File: src/rtl/load_store_unit.sv
// Load/store unit: captures one request, drives a single memory access held for
// WAIT_CYCLES+1 cycles, then presents a registered response until it is accepted.
module load_store_unit #(
    parameter int unsigned WAIT_CYCLES = 0
) (
    input  logic        clk,
    input  logic        rst_n,
    input  logic        req_valid,
    output logic        req_ready,
    input  logic        req_is_store,
    input  logic [2:0]  req_funct3,
    input  logic [31:0] req_base,
    input  logic [31:0] req_offset,
    input  logic [31:0] req_wdata,
    input  logic [4:0]  req_rd,
    output logic        resp_valid,
    input  logic        resp_ready,
    output logic [31:0] resp_data,
    output logic [4:0]  resp_rd,
    output logic [31:0] resp_addr,
    output logic [1:0]  resp_fault,
    output logic        mem_read,
    output logic        mem_write,
    output logic [31:0] mem_address,
    output logic [31:0] mem_write_data,
    output logic [2:0]  mem_funct3,
    input  logic [31:0] mem_read_data
);

    typedef enum logic [1:0] {
        S_IDLE   = 2'd0,
        S_ACCESS = 2'd1,
        S_RESP   = 2'd2
    } state_e;

    localparam logic [3:0] WAIT_INIT = 4'(WAIT_CYCLES);

    state_e      state_q, state_d;
    logic [3:0]  wait_q, wait_d;
    logic        is_store_q, is_store_d;
    logic [2:0]  funct3_q, funct3_d;
    logic [31:0] addr_q, addr_d;
    logic [31:0] wdata_q, wdata_d;
    logic [4:0]  rd_q, rd_d;
    logic [1:0]  fault_q, fault_d;
    logic [31:0] resp_data_q, resp_data_d;
    logic [31:0] eff_addr;
    logic [1:0]  cap_fault;

    // 2'b10 illegal funct3 takes priority over 2'b01 misalignment.
    function automatic logic [1:0] classify(input logic is_store, input logic [2:0] f3,
                                            input logic [1:0] a);
        logic legal;
        if (is_store) legal = (f3 == 3'b000) || (f3 == 3'b001) || (f3 == 3'b010);
        else          legal = (f3 == 3'b000) || (f3 == 3'b001) || (f3 == 3'b010) ||
                              (f3 == 3'b100) || (f3 == 3'b101);
        if (!legal)                             return 2'b10;
        if ((f3[1:0] == 2'b01) && a[0])         return 2'b01;
        if ((f3 == 3'b010) && (a != 2'b00))     return 2'b01;
        return 2'b00;
    endfunction

    always_comb begin
        state_d     = state_q;
        wait_d      = wait_q;
        is_store_d  = is_store_q;
        funct3_d    = funct3_q;
        addr_d      = addr_q;
        wdata_d     = wdata_q;
        rd_d        = rd_q;
        fault_d     = fault_q;
        resp_data_d = resp_data_q;
        eff_addr    = req_base + req_offset;
        cap_fault   = classify(req_is_store, req_funct3, eff_addr[1:0]);

        case (state_q)
            S_IDLE: begin
                if (req_valid) begin
                    is_store_d  = req_is_store;
                    funct3_d    = req_funct3;
                    addr_d      = eff_addr;
                    wdata_d     = req_wdata;
                    rd_d        = req_rd;
                    fault_d     = cap_fault;
                    wait_d      = WAIT_INIT;
                    resp_data_d = 32'h0;
                    state_d     = (cap_fault != 2'b00) ? S_RESP : S_ACCESS;
                end
            end
            S_ACCESS: begin
                if (wait_q == 4'd0) begin
                    resp_data_d = is_store_q ? 32'h0 : mem_read_data;
                    state_d     = S_RESP;
                end else begin
                    wait_d = wait_q - 4'd1;
                end
            end
            S_RESP: begin
                if (resp_ready) state_d = S_IDLE;
            end
            default: state_d = S_IDLE;
        endcase
    end

    always_ff @(posedge clk or negedge rst_n) begin
        if (!rst_n) begin
            state_q     <= S_IDLE;
            wait_q      <= 4'd0;
            is_store_q  <= 1'b0;
            funct3_q    <= 3'b000;
            addr_q      <= 32'h0;
            wdata_q     <= 32'h0;
            rd_q        <= 5'd0;
            fault_q     <= 2'b00;
            resp_data_q <= 32'h0;
        end else begin
            state_q     <= state_d;
            wait_q      <= wait_d;
            is_store_q  <= is_store_d;
            funct3_q    <= funct3_d;
            addr_q      <= addr_d;
            wdata_q     <= wdata_d;
            rd_q        <= rd_d;
            fault_q     <= fault_d;
            resp_data_q <= resp_data_d;
        end
    end

    // Strobes decode purely from registered state so they fall with reset at once.
    assign req_ready      = (state_q == S_IDLE);
    assign resp_valid     = (state_q == S_RESP);
    assign mem_read       = (state_q == S_ACCESS) && !is_store_q;
    assign mem_write      = (state_q == S_ACCESS) && is_store_q;
    assign mem_address    = addr_q;
    assign mem_write_data = wdata_q;
    assign mem_funct3     = funct3_q;
    assign resp_data      = resp_data_q;
    assign resp_rd        = rd_q;
    assign resp_addr      = addr_q;
    assign resp_fault     = fault_q;

endmodule

File: config.mk
export PLATFORM = sky130hd
export DESIGN_NAME = load_store_unit
export DESIGN_NICKNAME = d
export VERILOG_FILES = /design/src/rtl/load_store_unit.sv
export SDC_FILE = /design/constraint.sdc
export NUM_CORES = 1
export LEC_CHECK = 0
export BUFFER_PORTS_ARGS = -buffer_cell sky130_fd_sc_hd__clkbuf_2
export CAP_MARGIN = 40
export CORE_ASPECT_RATIO = 1.4
export CORE_MARGIN = 3
export CORE_UTILIZATION = 48
export CTS_CLUSTER_SIZE = 16
export DETAILED_ROUTE_END_ITERATION = 12
export GPL_TIMING_DRIVEN = 0
export PLACE_DENSITY = 0.81
export SETUP_SLACK_MARGIN = 0.1
export SYNTH_ARGS = -nofsm -noshare
export SYNTH_HDL_FRONTEND = slang
export SYNTH_SLANG_ARGS = --single-unit
File: constraint.sdc
create_clock -name clk -period 2.1 [get_ports clk]
set_input_delay 0.21 -clock clk [delete_from_list [all_inputs] [get_ports clk]]
set_output_delay 0.21 -clock clk [all_outputs]
set_load 0.01 [all_outputs]
Yosys cells after proc, flatten, opt, wreduce, memory -nomap -nowiden. Index checks and enable logic that the tools add are counted.

Input port bits: 141. Word-level logic and storage cells: 65. Register bits: 113. Output and inout bits: 142.

Eq/ne operators: 11. Muxes and demuxes: 24. Reduce and logical (&&, ||, !) cells: 19. $add $sub $neg: 2.

Operators with widths (count): two-way mux 32 bit (3); case mux 32 bit (2 select lines) (1); adder 32 bit (1); two-way mux 2 bit (10); AND reduction 3 bit (3); two-way mux 4 bit (2); case mux 4 bit (2 select lines) (1); equality test 3 bit (second input constant) (2); two-way mux 1 bit (6); != test 2 bit (second input constant) (3); case mux 2 bit (3 select lines) (1); nonzero test 2 bit (3); equality test 2 x 1 -> 1 bit (second input constant) (2); logical AND 1 bit (4); zero test 4 bit (1); logical OR 1 bit (4); subtractor 4 x 1 -> 4 bit (second input constant) (1); equality test 3 x 1 -> 1 bit (second input constant) (1); equality test 3 x 2 -> 1 bit (second input constant) (1); zero test 3 bit (1); equality test 2 bit (second input constant) (1); zero test 2 bit (1); != test 2 x 1 -> 1 bit (second input constant) (1); AND reduction 2 bit (1); zero test 1 bit (1).

Logic depth before layout (Yosys ltp).
Depth in word-level cells: 16. Depth in mapped cells: 10.

Worst setup path after synthesis. OpenSTA, ideal clock, no wires.

Path kind: input-to-reg. Start: input req_base[0]. End: register addr_q[24] (netlist: mem_address[24]). Library setup time: 134 ps. Cell stages on the path: 10. Arrival: 1995 ps. Data required time: 1966 ps. Setup slack: -29 ps. Path buffers: 0. Cells stage by stage: ha_1 > fa_1 > a21o_1 > nand4_1 > a211o_1 > o211ai_2 > a2bb2oi_2 > a221oi_2 > xor2_1 > o21ai_0.

Longest elaborated chain between the ends: 1.

Ends and longest elaborated chain: start: declaration (RTL line 12) `input logic [31:0] req_base,`; adder 32 bit (RTL line 73) `eff_addr = req_base + req_offset;`; end signal: assignment (RTL line 121) `addr_q <= addr_d;`; end: declaration (RTL line 42) `logic [31:0] addr_q, addr_d;`.

No other way between the ends. A chain may end at the register's enable or synchronous reset.

Worst setup path in the final report.
Start: input req_offset[0]. End: register addr_q[24] (netlist: mem_address[24]).

Longest elaborated chain between the ends: 1.

Ends and longest elaborated chain: start: declaration (RTL line 13) `input logic [31:0] req_offset,`; adder 32 bit (RTL line 73).

No other way between the ends.

==> metrics <==
status finished with violations; failing checks hold timing; die width slightly above 100 um; initial antenna violation count 0; DR iter-0 viols between 200 and 250; CTS root buffer clkbuf_16; met2 global-route usage 0.474; skew final 0.0104 ns; clock sinks 113; CP arrival roughly 2.2 ns; Routed Antenna Nets 0; Final Max Slew Viols 0; nets 1242; Filler cells 951; GRT met3 Usage 0.0521; CTS buffer count 17; share of the yosys chip area belonging to registers 0.448; Bufs on Longest Clock Path 2; Ports around 280; crit path max fanout 3; Critical Path End Type flip-flop; Reg clk slew, reported paths 0.06 ns; Setup CP Type in2reg; dominant cells by area after synthesis dfrtp_1 45%, nand2_1 15%, ha_1 6.5%; Layout Cells excl Fill 1230; row cnt 48; Synth top area share 0.448; CTS tree built; Max Clock Freq ~500 MHz; number of synthesized flops with an enable pin 0; worst hold path class in2reg; most used routing layer in global routing met2; vias per std cell 5.36; Fin. Hold Viols 1; relative slew slack 0.672; dpl hpwl 14800 um; Worst VDD drop roughly 0.00056 V; die height around 140 um; most instantiated cells after synthesis 244 x nand2_1, 113 x dfrtp_1, 73 x o21ai_0; Synth Warn # 0; Synth cell types 61; Syn Nets about 900; core box area 12600 um^2; Skew-Pair Late Insertion Delay 0.41 ns; Post-synth ARST share 1.00; Post-Syn Area ~6300 um^2; DR DRC count 0; vias in the first global route 6477; GRT Overall Usage 0.270; routed wire length 20000 um; gp weighted congestion 0.958; first-pass GRT wire length 30800 um; Min Hold Slack -0.000199 ns; area grow syn2layout 44.9%; PwrDens 1240 nW/um^2; DR vias roughly 6600; Hold Crit Depth 3; post-synth top area cell dfrtp_1; full die area 14600 um^2; MaxCap Viol Count 0; Least-Margin Pin Slew 0.488 ns; WL/cell between 15 and 20 um; #FFs+latches synth 113; top_reg_cell synth dfrtp_1; final cycle utilization of the critical path 0.927; # placed instances ~1200; met1 Use GR 0.301; R2R cell count 8; Syn Area/Cell 8.67 um^2; RSZ-0062 raised after global routing true; Cells after Synth 728; Worst EP required 2.38 ns; Starting Density 0.500; total gr overflow 0; largest net degree at the start of global routing slightly above 90; share of layout cells above drive strength 1 0.384; final setup vio count 0; Startpoint Class input port; most frequent cell after synthesis nand2_1; minimum clock period 1.95 ns; ANT cells 0; DRT Pass-1 Iters 5; leakage about 4.8 nW; number of port buffers 282; H-tree depth 4
## worst paths after layout
check | slack, ns | startpoint | end
setup / recovery | 0.15 | req_offset[0] | mem_address[24]$_DFFE_PN0P_
hold / removal | -0.0002 | req_wdata[26] | mem_write_data[26]$_DFFE_PN0P_
setup reg to reg | 0.25 | state_q[0]$_DFFE_PN0P_ | mem_write_data[5]$_DFFE_PN0P_
hold reg to reg | 0.47 | mem_funct3[1]$_DFFE_PN0P_ | mem_funct3[1]$_DFFE_PN0P_
max in group asynchronous | 1.16 | rst_n | state_q[0]$_DFFE_PN0P_
min in group asynchronous | 0.24 | rst_n | resp_rd[0]$_DFFE_PN0P_
## report_power, final
| group | switching [W] | total (W) | leakage, nW | internal, W |
|---|---|---|---|---|
| Sequential | 0.000634 | 0.00363 | 1.45 | 0.00300 |
| Clock | 0.00110 | 0.00290 | 0.284 | 0.00179 |
| Combinational | 0.00271 | 0.00480 | 3.09 | 0.00209 |
| Total | 0.00444 | 0.0113 | 4.82 | 0.00688 |
## critical path, cell delays in order
cell       delay (ns)
buf_6            0.10
ha_4             0.15
fa_2             0.34
a21o_1           0.21
nand4_1          0.16
a211o_1          0.20
o211ai_4         0.12
a2bb2oi_4        0.20
a221oi_2         0.26
xor2_1           0.19
o21ai_1          0.09
## cell families (layout without fill, tap and decap cells)
group | count (synthesis) | after routing | share of synthesized area
AO/OA/AOI/OAI | 165 | 165 | 0.172
buffers and inverters | 74 | 426 | 0.0635
AND/OR/NAND/NOR | 310 | 310 | 0.202
flip-flops | 113 | 113 | 0.448
multiplexers | 2 | 2 | 0.00337
XOR/XNOR | 30 | 30 | 0.0416
adder cells (fa/ha/maj) | 34 | 34 | 0.0686
## layer usage
metal,routed length [um],vias to the layer above
li1,-,3125
met1,7180,3071
met2,10500,329
met3,1410,69
met4,886,0
met5,0,-
## layout by cell type, fill, tap and decap left out, types with 8 or more instances in the layout
| cell | count |
|---|---|
| clkbuf_2 | 290 |
| dlygate4sd3_1 | 30 |
| ha_1 | 23 |
| clkbuf_16 | 17 |
| clkbuf_1 | 12 |
| xor2_1 | 14 |
| nand3_1 | 8 |
| xnor2_1 | 16 |
| nand2_1 | 244 |
| inv_1 | 8 |
| o21ai_1 | 8 |
| a21oi_1 | 21 |
| nor2_1 | 19 |
| a21o_1 | 12 |
| o21ai_0 | 68 |
| dfrtp_1 | 113 |
| ha_4 | 8 |
| buf_4 | 39 |
## per-stage QoR
stage                     utilization  TNS (ns)  cell area [um^2]  power, W  worst slack, ns
after floorplan                     -         0              6400   0.00619           0.0611
after global placement          0.634   -100.66              8000   0.00809           -0.836
after CTS                       0.711         0              8970    0.0112           0.0271
after global routing            0.725         0              9140    0.0121           0.0531
after detailed placement        0.637    -12.08              8040   0.00821           -0.476
final                           0.725         0              9140    0.0113            0.154
## what timing repair did
action	in CTS	in global routing
gates resized for setup	19	48
endpoints found under the setup margin	110	95
buffers inserted	0	7
endpoints found under the hold margin	52	0
hold buffers	30	0
pin swaps	3	16
## flip-flops by register name, summed over array words and instances (netlist names)
name and flops:
resp_data 32, mem_funct3 3, mem_write_data 32, state_q 2, resp_fault 2, mem_address 32
is_store_q 1, resp_rd 5, wait_q 4
## area by class of cell
class / count / area, um^2 / share of cell area
Buffer: 65 / 400 / 0.0438
Clock buffer: 18 / 439 / 0.0480
Clock inverter: 14 / 154 / 0.0168
Inverter: 9 / 33.8 / 0.00369
Multi-Input combinational cell: 541 / 3290 / 0.360
Sequential cell: 113 / 2830 / 0.309
Tap cell: 150 / 188 / 0.0205
Timing Repair Buffer: 320 / 1810 / 0.198
No activity file was read; power rests on OpenSTA's default activity.
